**src/rtl/mac_operand_loader.sv**
```systemverilog
// Operand feeder and result collector for the complex MAC: loads eight packed
// operand bytes, starts the MAC, captures its result and hands it downstream.
module mac_operand_loader #(
   parameter int unsigned DATA_W = 8,
   parameter int unsigned ACC_W  = 20
) (
   input  logic              clk,
   input  logic              rst,
   input  logic [DATA_W-1:0] in_data,
   input  logic              in_valid,
   output logic              in_ready,
   output logic [DATA_W-1:0] x0,
   output logic [DATA_W-1:0] x1,
   output logic [DATA_W-1:0] x2,
   output logic [DATA_W-1:0] x3,
   output logic [DATA_W-1:0] y0,
   output logic [DATA_W-1:0] y1,
   output logic [DATA_W-1:0] y2,
   output logic [DATA_W-1:0] y3,
   output logic              mac_start,
   input  logic              mac_done,
   input  logic [ACC_W-1:0]  mac_out,
   output logic [ACC_W-1:0]  res_data,
   output logic              res_valid,
   input  logic              res_ready,
   output logic              busy,
   output logic [7:0]        op_count
);

   typedef enum logic [1:0] {StLoad, StStart, StWaitDone, StHold} state_e;

   state_e            state_q, state_d;
   logic [2:0]        cnt_q, cnt_d;
   logic [DATA_W-1:0] opnd_q [8];
   logic [DATA_W-1:0] opnd_d [8];
   logic [ACC_W-1:0]  res_q, res_d;
   logic              res_valid_q, res_valid_d;
   logic [7:0]        op_count_q, op_count_d;

   // Operand slots interleave x and y in arrival order: x0 y0 x1 y1 ...
   assign x0 = opnd_q[0];
   assign y0 = opnd_q[1];
   assign x1 = opnd_q[2];
   assign y1 = opnd_q[3];
   assign x2 = opnd_q[4];
   assign y2 = opnd_q[5];
   assign x3 = opnd_q[6];
   assign y3 = opnd_q[7];

   assign res_data  = res_q;
   assign res_valid = res_valid_q;
   assign op_count  = op_count_q;

   always_comb begin
      state_d     = state_q;
      cnt_d       = cnt_q;
      opnd_d      = opnd_q;
      res_d       = res_q;
      res_valid_d = res_valid_q;
      op_count_d  = op_count_q;
      in_ready    = 1'b0;
      mac_start   = 1'b0;
      busy        = 1'b1;

      unique case (state_q)
         StLoad: begin
            in_ready = 1'b1;
            busy     = 1'b0;
            if (in_valid) begin
               opnd_d[cnt_q] = in_data;
               // 3-bit counter wraps 7 -> 0 on the last byte
               cnt_d = cnt_q + 3'd1;
               if (cnt_q == 3'd7) begin
                  state_d = StStart;
               end
            end
         end
         StStart: begin
            mac_start = 1'b1;
            // The MAC acknowledges by dropping its idle level
            if (!mac_done) begin
               state_d = StWaitDone;
            end
         end
         StWaitDone: begin
            if (mac_done) begin
               res_d       = mac_out;
               res_valid_d = 1'b1;
               state_d     = StHold;
            end
         end
         StHold: begin
            if (res_ready) begin
               res_valid_d = 1'b0;
               op_count_d  = op_count_q + 8'd1;
               state_d     = StLoad;
            end
         end
      endcase
   end

   always_ff @(posedge clk) begin
      if (rst) begin
         state_q     <= StLoad;
         cnt_q       <= 3'd0;
         res_q       <= '0;
         res_valid_q <= 1'b0;
         op_count_q  <= 8'd0;
         for (int i = 0; i < 8; i++) begin
            opnd_q[i] <= '0;
         end
      end else begin
         state_q     <= state_d;
         cnt_q       <= cnt_d;
         res_q       <= res_d;
         res_valid_q <= res_valid_d;
         op_count_q  <= op_count_d;
         for (int i = 0; i < 8; i++) begin
            opnd_q[i] <= opnd_d[i];
         end
      end
   end

endmodule
```
**config.mk**
```make
export PLATFORM = sky130hd
export DESIGN_NAME = mac_operand_loader
export DESIGN_NICKNAME = d
export VERILOG_FILES = /design/src/rtl/mac_operand_loader.sv
export SDC_FILE = /design/constraint.sdc
export NUM_CORES = 1
export LEC_CHECK = 0
export ABC_AREA = 0
export BUFFER_PORTS_ARGS = -buffer_cell sky130_fd_sc_hd__buf_2
export CELL_PAD_IN_SITES_DETAIL_PLACEMENT = 0
export CELL_PAD_IN_SITES_GLOBAL_PLACEMENT = 1
export CORE_ASPECT_RATIO = 2
export CORE_UTILIZATION = 36
export DETAILED_ROUTE_END_ITERATION = 8
export HOLD_SLACK_MARGIN = 0.15
export PLACE_DENSITY_LB_ADDON = 0.1
export SYNTH_ARGS = -nofsm -noshare
export SYNTH_HDL_FRONTEND = slang
export SYNTH_SLANG_ARGS = --single-unit
```
**constraint.sdc**
```tcl
create_clock -name clk -period 2.09 [get_ports clk]
set_input_delay 0.3135 -clock clk [delete_from_list [all_inputs] [get_ports clk]]
set_output_delay 0.3135 -clock clk [all_outputs]
set_load 0.03 [all_outputs]
```
== After elaboration in Yosys (flattened, before gate mapping) ==
Index checks and enable logic that the tools add are counted.
Widths: inputs -> output; s select.

* Register bits: 98
* Output and inout port bits: 96
* Input port bits: 33
* Logic and storage cells: 50

* Bitwise logic cells: 1
* Equality and inequality tests: 9
* Reductions and logical operators: 8
* Add/subtract/negate cells: 2
* Mux-type cells: 15
* Order comparisons: 2

{| class="wikitable"
|+ Operators by type and width
! kind !! number
|-
| $bwmux 64 || 1
|-
| $demux 8 s3 || 1
|-
| $mux 2 || 5
|-
| $ne 2x2->1 const B || 5
|-
| $add 8x1->8 const B || 1
|-
| $mux 8 || 1
|-
| $pmux 2 s4 || 1
|-
| $reduce_and 2->1 || 3
|-
| $mux 1 || 5
|-
| $reduce_and 5->1 || 1
|-
| $eq 2x2->1 const B || 2
|-
| $ge 4x4->1 const B || 1
|-
| $lt 4x1->1 const B || 1
|-
| $not 3->4 || 1
|-
| $add 3x1->3 const B || 1
|-
| $eq 3x3->1 const B || 1
|-
| $reduce_and 3->1 || 1
|-
| $eq 2x1->1 const B || 1
|-
| $logic_not 2->1 || 1
|-
| $pmux 1 s2 || 1
|-
| $reduce_bool 2->1 || 1
|-
| $logic_and 1x1->1 || 1
|}

== Logic depth before layout (Yosys ltp) ==
* Word-level depth: 6
* Mapped depth: 8
* Depth with buffers taken out: 5

== Least setup slack after synthesis ==
No wires, ideal clock.

* Kind: reg2reg
* Start: register state_q[0]
* End: register opnd_q, in the netlist x0[0]
* Setup time: 0.070 ns
* Data required time: 2.020 ns
* Arrival time: 1.604 ns
* Cell stages (with the launch flop): 9
* Setup slack: 0.415 ns
* Period minus slack after synthesis: 1.675 ns
* Buffers on the path: 3
* Cells stage by stage: dfxtp_1 > inv_1 > ha_1 > buf_2 > and3b_1 > buf_2 > buf_2 > nand3_1 > a21oi_1

* Cells in the longest elaborated chain, start to end: 2

{| class="wikitable"
|+ Ends and longest elaborated chain
! what !! line !! source
|-
| from (decl) || 32 || <nowiki>state_e state_q, state_d;</nowiki>
|-
| from (signal assigned) || 104 || <nowiki>state_q <= StLoad;</nowiki>
|-
| from (signal assigned) || 113 || <nowiki>state_q <= state_d;</nowiki>
|-
| $logic_not 2->1 || 65 || <nowiki>unique case (state_q)</nowiki>
|-
| $reduce_and 2->1 (no source line) || - ||
|-
| to (signal, indexed assignment) || 119 || <nowiki>opnd_q[i] <= opnd_d[i];</nowiki>
|-
| to (decl) || 34 || <nowiki>logic [DATA_W-1:0] opnd_q [8];</nowiki>
|}

No other way between the ends.
A chain may end at the register's enable or synchronous reset.

== Final worst setup path ==
* Start: register state_q[0]
* End: output busy

* Cells in the longest elaborated chain, start to end: 2

{| class="wikitable"
|+ Ends and longest elaborated chain
! what !! line !! source
|-
| $logic_not 2->1 || 65 ||
|-
| $mux 1 || 65 ||
|-
| to (decl) || 26 || <nowiki>output logic busy,</nowiki>
|}

No other way between the ends.

==> impl_metrics.xml <==
<?xml version="1.0" encoding="UTF-8"?>
<metrics>
  <group name="outcome">
    <metric name="run_status" unit="">finished, final reports clean</metric>
  </group>
  <group name="routing">
    <metric name="routedWlPerCell" unit="um">16.1</metric>
    <metric name="routed_wl" unit="mm">11.6</metric>
    <metric name="antenna_left" unit="">0</metric>
    <metric name="drc" unit="">0</metric>
    <metric name="detailedRoute.firstIterationViolations" unit="">357</metric>
    <metric name="dr_total_vias" unit="">3764</metric>
    <metric name="per_cell_via_count_in_the_routed_design" unit="">5.22</metric>
    <metric name="firstDrtPassIters" unit="">4</metric>
  </group>
  <group name="sta">
    <metric name="report.final.setup_viol" unit="">0</metric>
    <metric name="period_needed" unit="ns">1.70</metric>
    <metric name="setup-tns-final" unit="ns">0</metric>
    <metric name="timing.final.hold_violations" unit="">0</metric>
    <metric name="worst_skew" unit="ns">0.00622</metric>
    <metric name="worst_slew_pin_slew" unit="ns">0.566</metric>
    <metric name="finalMaxSlewViolations" unit="">0</metric>
    <metric name="final.period_utilization" unit="%">81.1</metric>
    <metric name="worst_slew_margin_rel" unit="%">62.3</metric>
    <metric name="maxClockFrequency" unit="MHz">590</metric>
    <metric name="rsz0062_at_grt" unit="">no</metric>
  </group>
  <group name="critical_path">
    <metric name="rr_startpoint" unit="">state_q[1]</metric>
    <metric name="timing.critical_path.arrival" unit="ns">1.38</metric>
    <metric name="worst_setup_path_start_kind" unit="">flip-flop</metric>
    <metric name="crit_path_end_kind" unit="">primary output</metric>
    <metric name="crit_fanout" unit="">10</metric>
    <metric name="r2r-end" unit="">x1[2]</metric>
    <metric name="setup.worst_path.class" unit="">flip-flop to primary output</metric>
    <metric name="worst-r2r-setup-slack" unit="ns">0.42</metric>
    <metric name="critPathRequiredTime" unit="ns">1.78</metric>
    <metric name="reg2regPathDepth" unit="">6</metric>
  </group>
  <group name="floorplanning">
    <metric name="boundaryPins" unit="">129</metric>
    <metric name="placementRows" unit="">53</metric>
    <metric name="placeable_core_region" unit="sq um">10500</metric>
    <metric name="die_w" unit="um">76.0</metric>
    <metric name="floorplan.initialDensity" unit="%">37.4</metric>
    <metric name="floorplan.die.height" unit="um">150</metric>
    <metric name="die_area" unit="sq um">11400</metric>
  </group>
  <group name="pwr">
    <metric name="switching_power_as_a_share_of_total_power" unit="%">32.5</metric>
    <metric name="power_leakage" unit="uW">0.00202</metric>
    <metric name="vdd.ir_drop.worst" unit="mV">0.621</metric>
    <metric name="total_power" unit="uW">4610</metric>
    <metric name="total_power_divided_by_cell_area" unit="nW/um^2">945</metric>
    <metric name="p_clk_share" unit="%">33.3</metric>
    <metric name="internal-power" unit="uW">3110</metric>
    <metric name="power_frac_seq" unit="%">44.1</metric>
    <metric name="share_comb_of_total_power" unit="%">22.6</metric>
    <metric name="power.net_switching" unit="uW">1490</metric>
  </group>
  <group name="clock_network">
    <metric name="cts_tree" unit="">yes</metric>
    <metric name="ctsLongestPathBuffers" unit="">2</metric>
    <metric name="numCtsBuffers" unit="">9</metric>
    <metric name="h-tree-depth" unit="">3</metric>
    <metric name="cts-hold-fix-buffers" unit="">0</metric>
    <metric name="post_cts_buffers" unit="">0</metric>
    <metric name="clkSlewWorstSetupHoldPaths" unit="ns">0.07</metric>
    <metric name="clk-insertion-delay-late" unit="ns">0.34</metric>
    <metric name="cts_root_buffer" unit="">sky130_fd_sc_hd__clkbuf_16</metric>
    <metric name="post_cts_resize_count" unit="">0</metric>
    <metric name="clock-sinks" unit="">98</metric>
  </group>
  <group name="synthesis">
    <metric name="post_synth_edffs" unit="">0</metric>
    <metric name="synthCells" unit="">480</metric>
    <metric name="syn-mean-instance-area" unit="sq um">8.21</metric>
    <metric name="synth-warning-count" unit="">0</metric>
    <metric name="yosysMostFrequentCell" unit="">sky130_fd_sc_hd__dfxtp_1</metric>
    <metric name="synth_common_cells" unit="">sky130_fd_sc_hd__dfxtp_1, sky130_fd_sc_hd__a21oi_1, sky130_fd_sc_hd__nand3_1, sky130_fd_sc_hd__o21ai_0, sky130_fd_sc_hd__nand2_1</metric>
    <metric name="synth_seq_area_share" unit="%">49.8</metric>
    <metric name="synth_top_cell_by_area" unit="">sky130_fd_sc_hd__dfxtp_1</metric>
    <metric name="ys_types" unit="">37</metric>
    <metric name="synth.top_cells.by_area" unit="">sky130_fd_sc_hd__dfxtp_1, sky130_fd_sc_hd__a21oi_1, sky130_fd_sc_hd__nand3_1</metric>
    <metric name="synth_nets" unit="">521</metric>
    <metric name="synth_top_area_share" unit="%">49.8</metric>
    <metric name="post_synthesis_instance_area" unit="sq um">3940</metric>
    <metric name="async_flop_share" unit="%">0</metric>
    <metric name="postSynthRegisterBits" unit="">98</metric>
    <metric name="postSynth.topFlopCell" unit="">sky130_fd_sc_hd__dfxtp_1</metric>
  </group>
  <group name="global_routing">
    <metric name="grt_first_pass_wirelength" unit="mm">17.9</metric>
    <metric name="grt.overflow.total" unit="">0</metric>
    <metric name="globalRouteMet3Util" unit="%">4.09</metric>
    <metric name="grt_start_max_net_pins" unit="">99</metric>
    <metric name="use_met1" unit="%">23.5</metric>
    <metric name="initial_antenna_violation_count" unit="">0</metric>
    <metric name="track_usage" unit="%">20.0</metric>
    <metric name="grtUsageMet2" unit="%">35.6</metric>
    <metric name="vias_in_the_first_global_route" unit="">3424</metric>
    <metric name="most_used_routing_layer_in_global_routing" unit="">met2</metric>
  </group>
  <group name="placement">
    <metric name="place.port_buffers" unit="">128</metric>
    <metric name="dpl-instance-area" unit="sq um">4600</metric>
    <metric name="dp.final_hpwl" unit="mm">7.92</metric>
    <metric name="finalWeightedCongestion" unit="">0.750</metric>
  </group>
  <group name="final_layout">
    <metric name="synthToLayoutAreaGrowth" unit="%">23.7</metric>
    <metric name="finish.net_count" unit="">621</metric>
    <metric name="antenna_cells" unit="">0</metric>
    <metric name="finish.instance_area" unit="sq um">4870</metric>
    <metric name="final_core_util" unit="%">46.2</metric>
    <metric name="drive_gt1_share" unit="%">27.1</metric>
  </group>
  <group name="min_path">
    <metric name="whs_path_depth" unit="">3</metric>
    <metric name="timing.hold.worst.start" unit="">mac_out[18]</metric>
    <metric name="min-delay-path-class" unit="">primary input to flip-flop</metric>
    <metric name="hold-path-endpoint" unit="">res_data[18]</metric>
  </group>
  <group name="flow_run">
    <metric name="max-cap-violations" unit="">0</metric>
  </group>
</metrics>
placed cells by master (no fill, tap or decap), drive strengths merged, types with 2 or more instances in the layout:
master and count:
inv 6, a21oi 94, o21ai 69, nor2b 3
or3 4, ha 8, dfxtp 98, buf 140
clkbuf 13, nand2b 3, xor2 2, and2 3
nor2 5, nand4 3, nand2 48, nand3 70
power groups by stage:
stage | combinational, uW | clock (uW) | sequential (uW)
6_report | 1040 | 1530 | 2030
5_1_grt | 1130 | 1660 | 2040
3_5_place_dp | 1050 | 0 | 2070
4_1_cts | 1060 | 1580 | 2030
3_3_place_gp | 1030 | 0 | 2070
2_1_floorplan | 647 | 0 | 2190
worst max-delay path, cell delays in order, from the launching register on:
cell and delay (ns):
sky130_fd_sc_hd__dfxtp_1 0.38, sky130_fd_sc_hd__inv_1 0.10, sky130_fd_sc_hd__ha_1 0.31, sky130_fd_sc_hd__inv_1 0.08
sky130_fd_sc_hd__buf_2 0.19
flip-flops by register name, indices dropped and copies added, names as in the netlist:
register,cells
x0,8
res_valid,1
y1,8
op_count,8
x1,8
cnt_q,3
y2,8
state_q,2
y0,8
x3,8
y3,8
res_data,20
x2,8
per-layer routing:
layer	up-vias	share of wire, %
met5	-	0
met4	0	2.0
li1	1865	-
met1	1771	40
met2	118	53
met3	10	4.9
cell families (layout without fill, tap and decap cells):
| kind of cell | Yosys count | in the layout | synth area share [%] |
|---|---|---|---|
| buffers and inverters | 57 | 161 | 7.02 |
| adders and majority gates | 8 | 8 | 2.54 |
| and+or+nand+nor | 144 | 144 | 17.8 |
| DFF | 98 | 98 | 49.8 |
| xor gates and xnor gates | 3 | 3 | 0.667 |
| muxes | 1 | 1 | 0.254 |
| AOI/OAI and AO/OA | 169 | 169 | 21.9 |
through the flow:
| stage | worst slack, ns | hold slack [ns] | cells |
|---|---|---|---|
| floorplan | 0.415 | 0.450 | 480 |
| finish | 0.395 | 0.203 | 721 |
| global placement | 0.530 | 0.439 | 706 |
| detailed placement | 0.412 | 0.446 | 706 |
| CTS | 0.376 | 0.202 | 721 |
| global route | 0.270 | 0.209 | 721 |
worst max-delay path by stage:
stage / to / depth (start not counted) / startpoint
after floorplan: x0[0] / 8 / state_q[0]
after global placement: x1[2] / 6 / state_q[1]
after detailed placement: x1[2] / 6 / state_q[1]
after CTS: busy / 4 / state_q[0]
after global routing: x0[1] / 6 / state_q[1]
final: busy / 4 / state_q[0]
final cells by class:
type	instances	area, sq um
repair buffers	140	743
clock buffers	13	260
flip-flops and latches	98	1960
inverters	6	22.5
well taps	137	171
clock inverters	2	12.5
multi-input cells	325	1700
fillers	1092	5670
(Power assumes the default switching activity.)
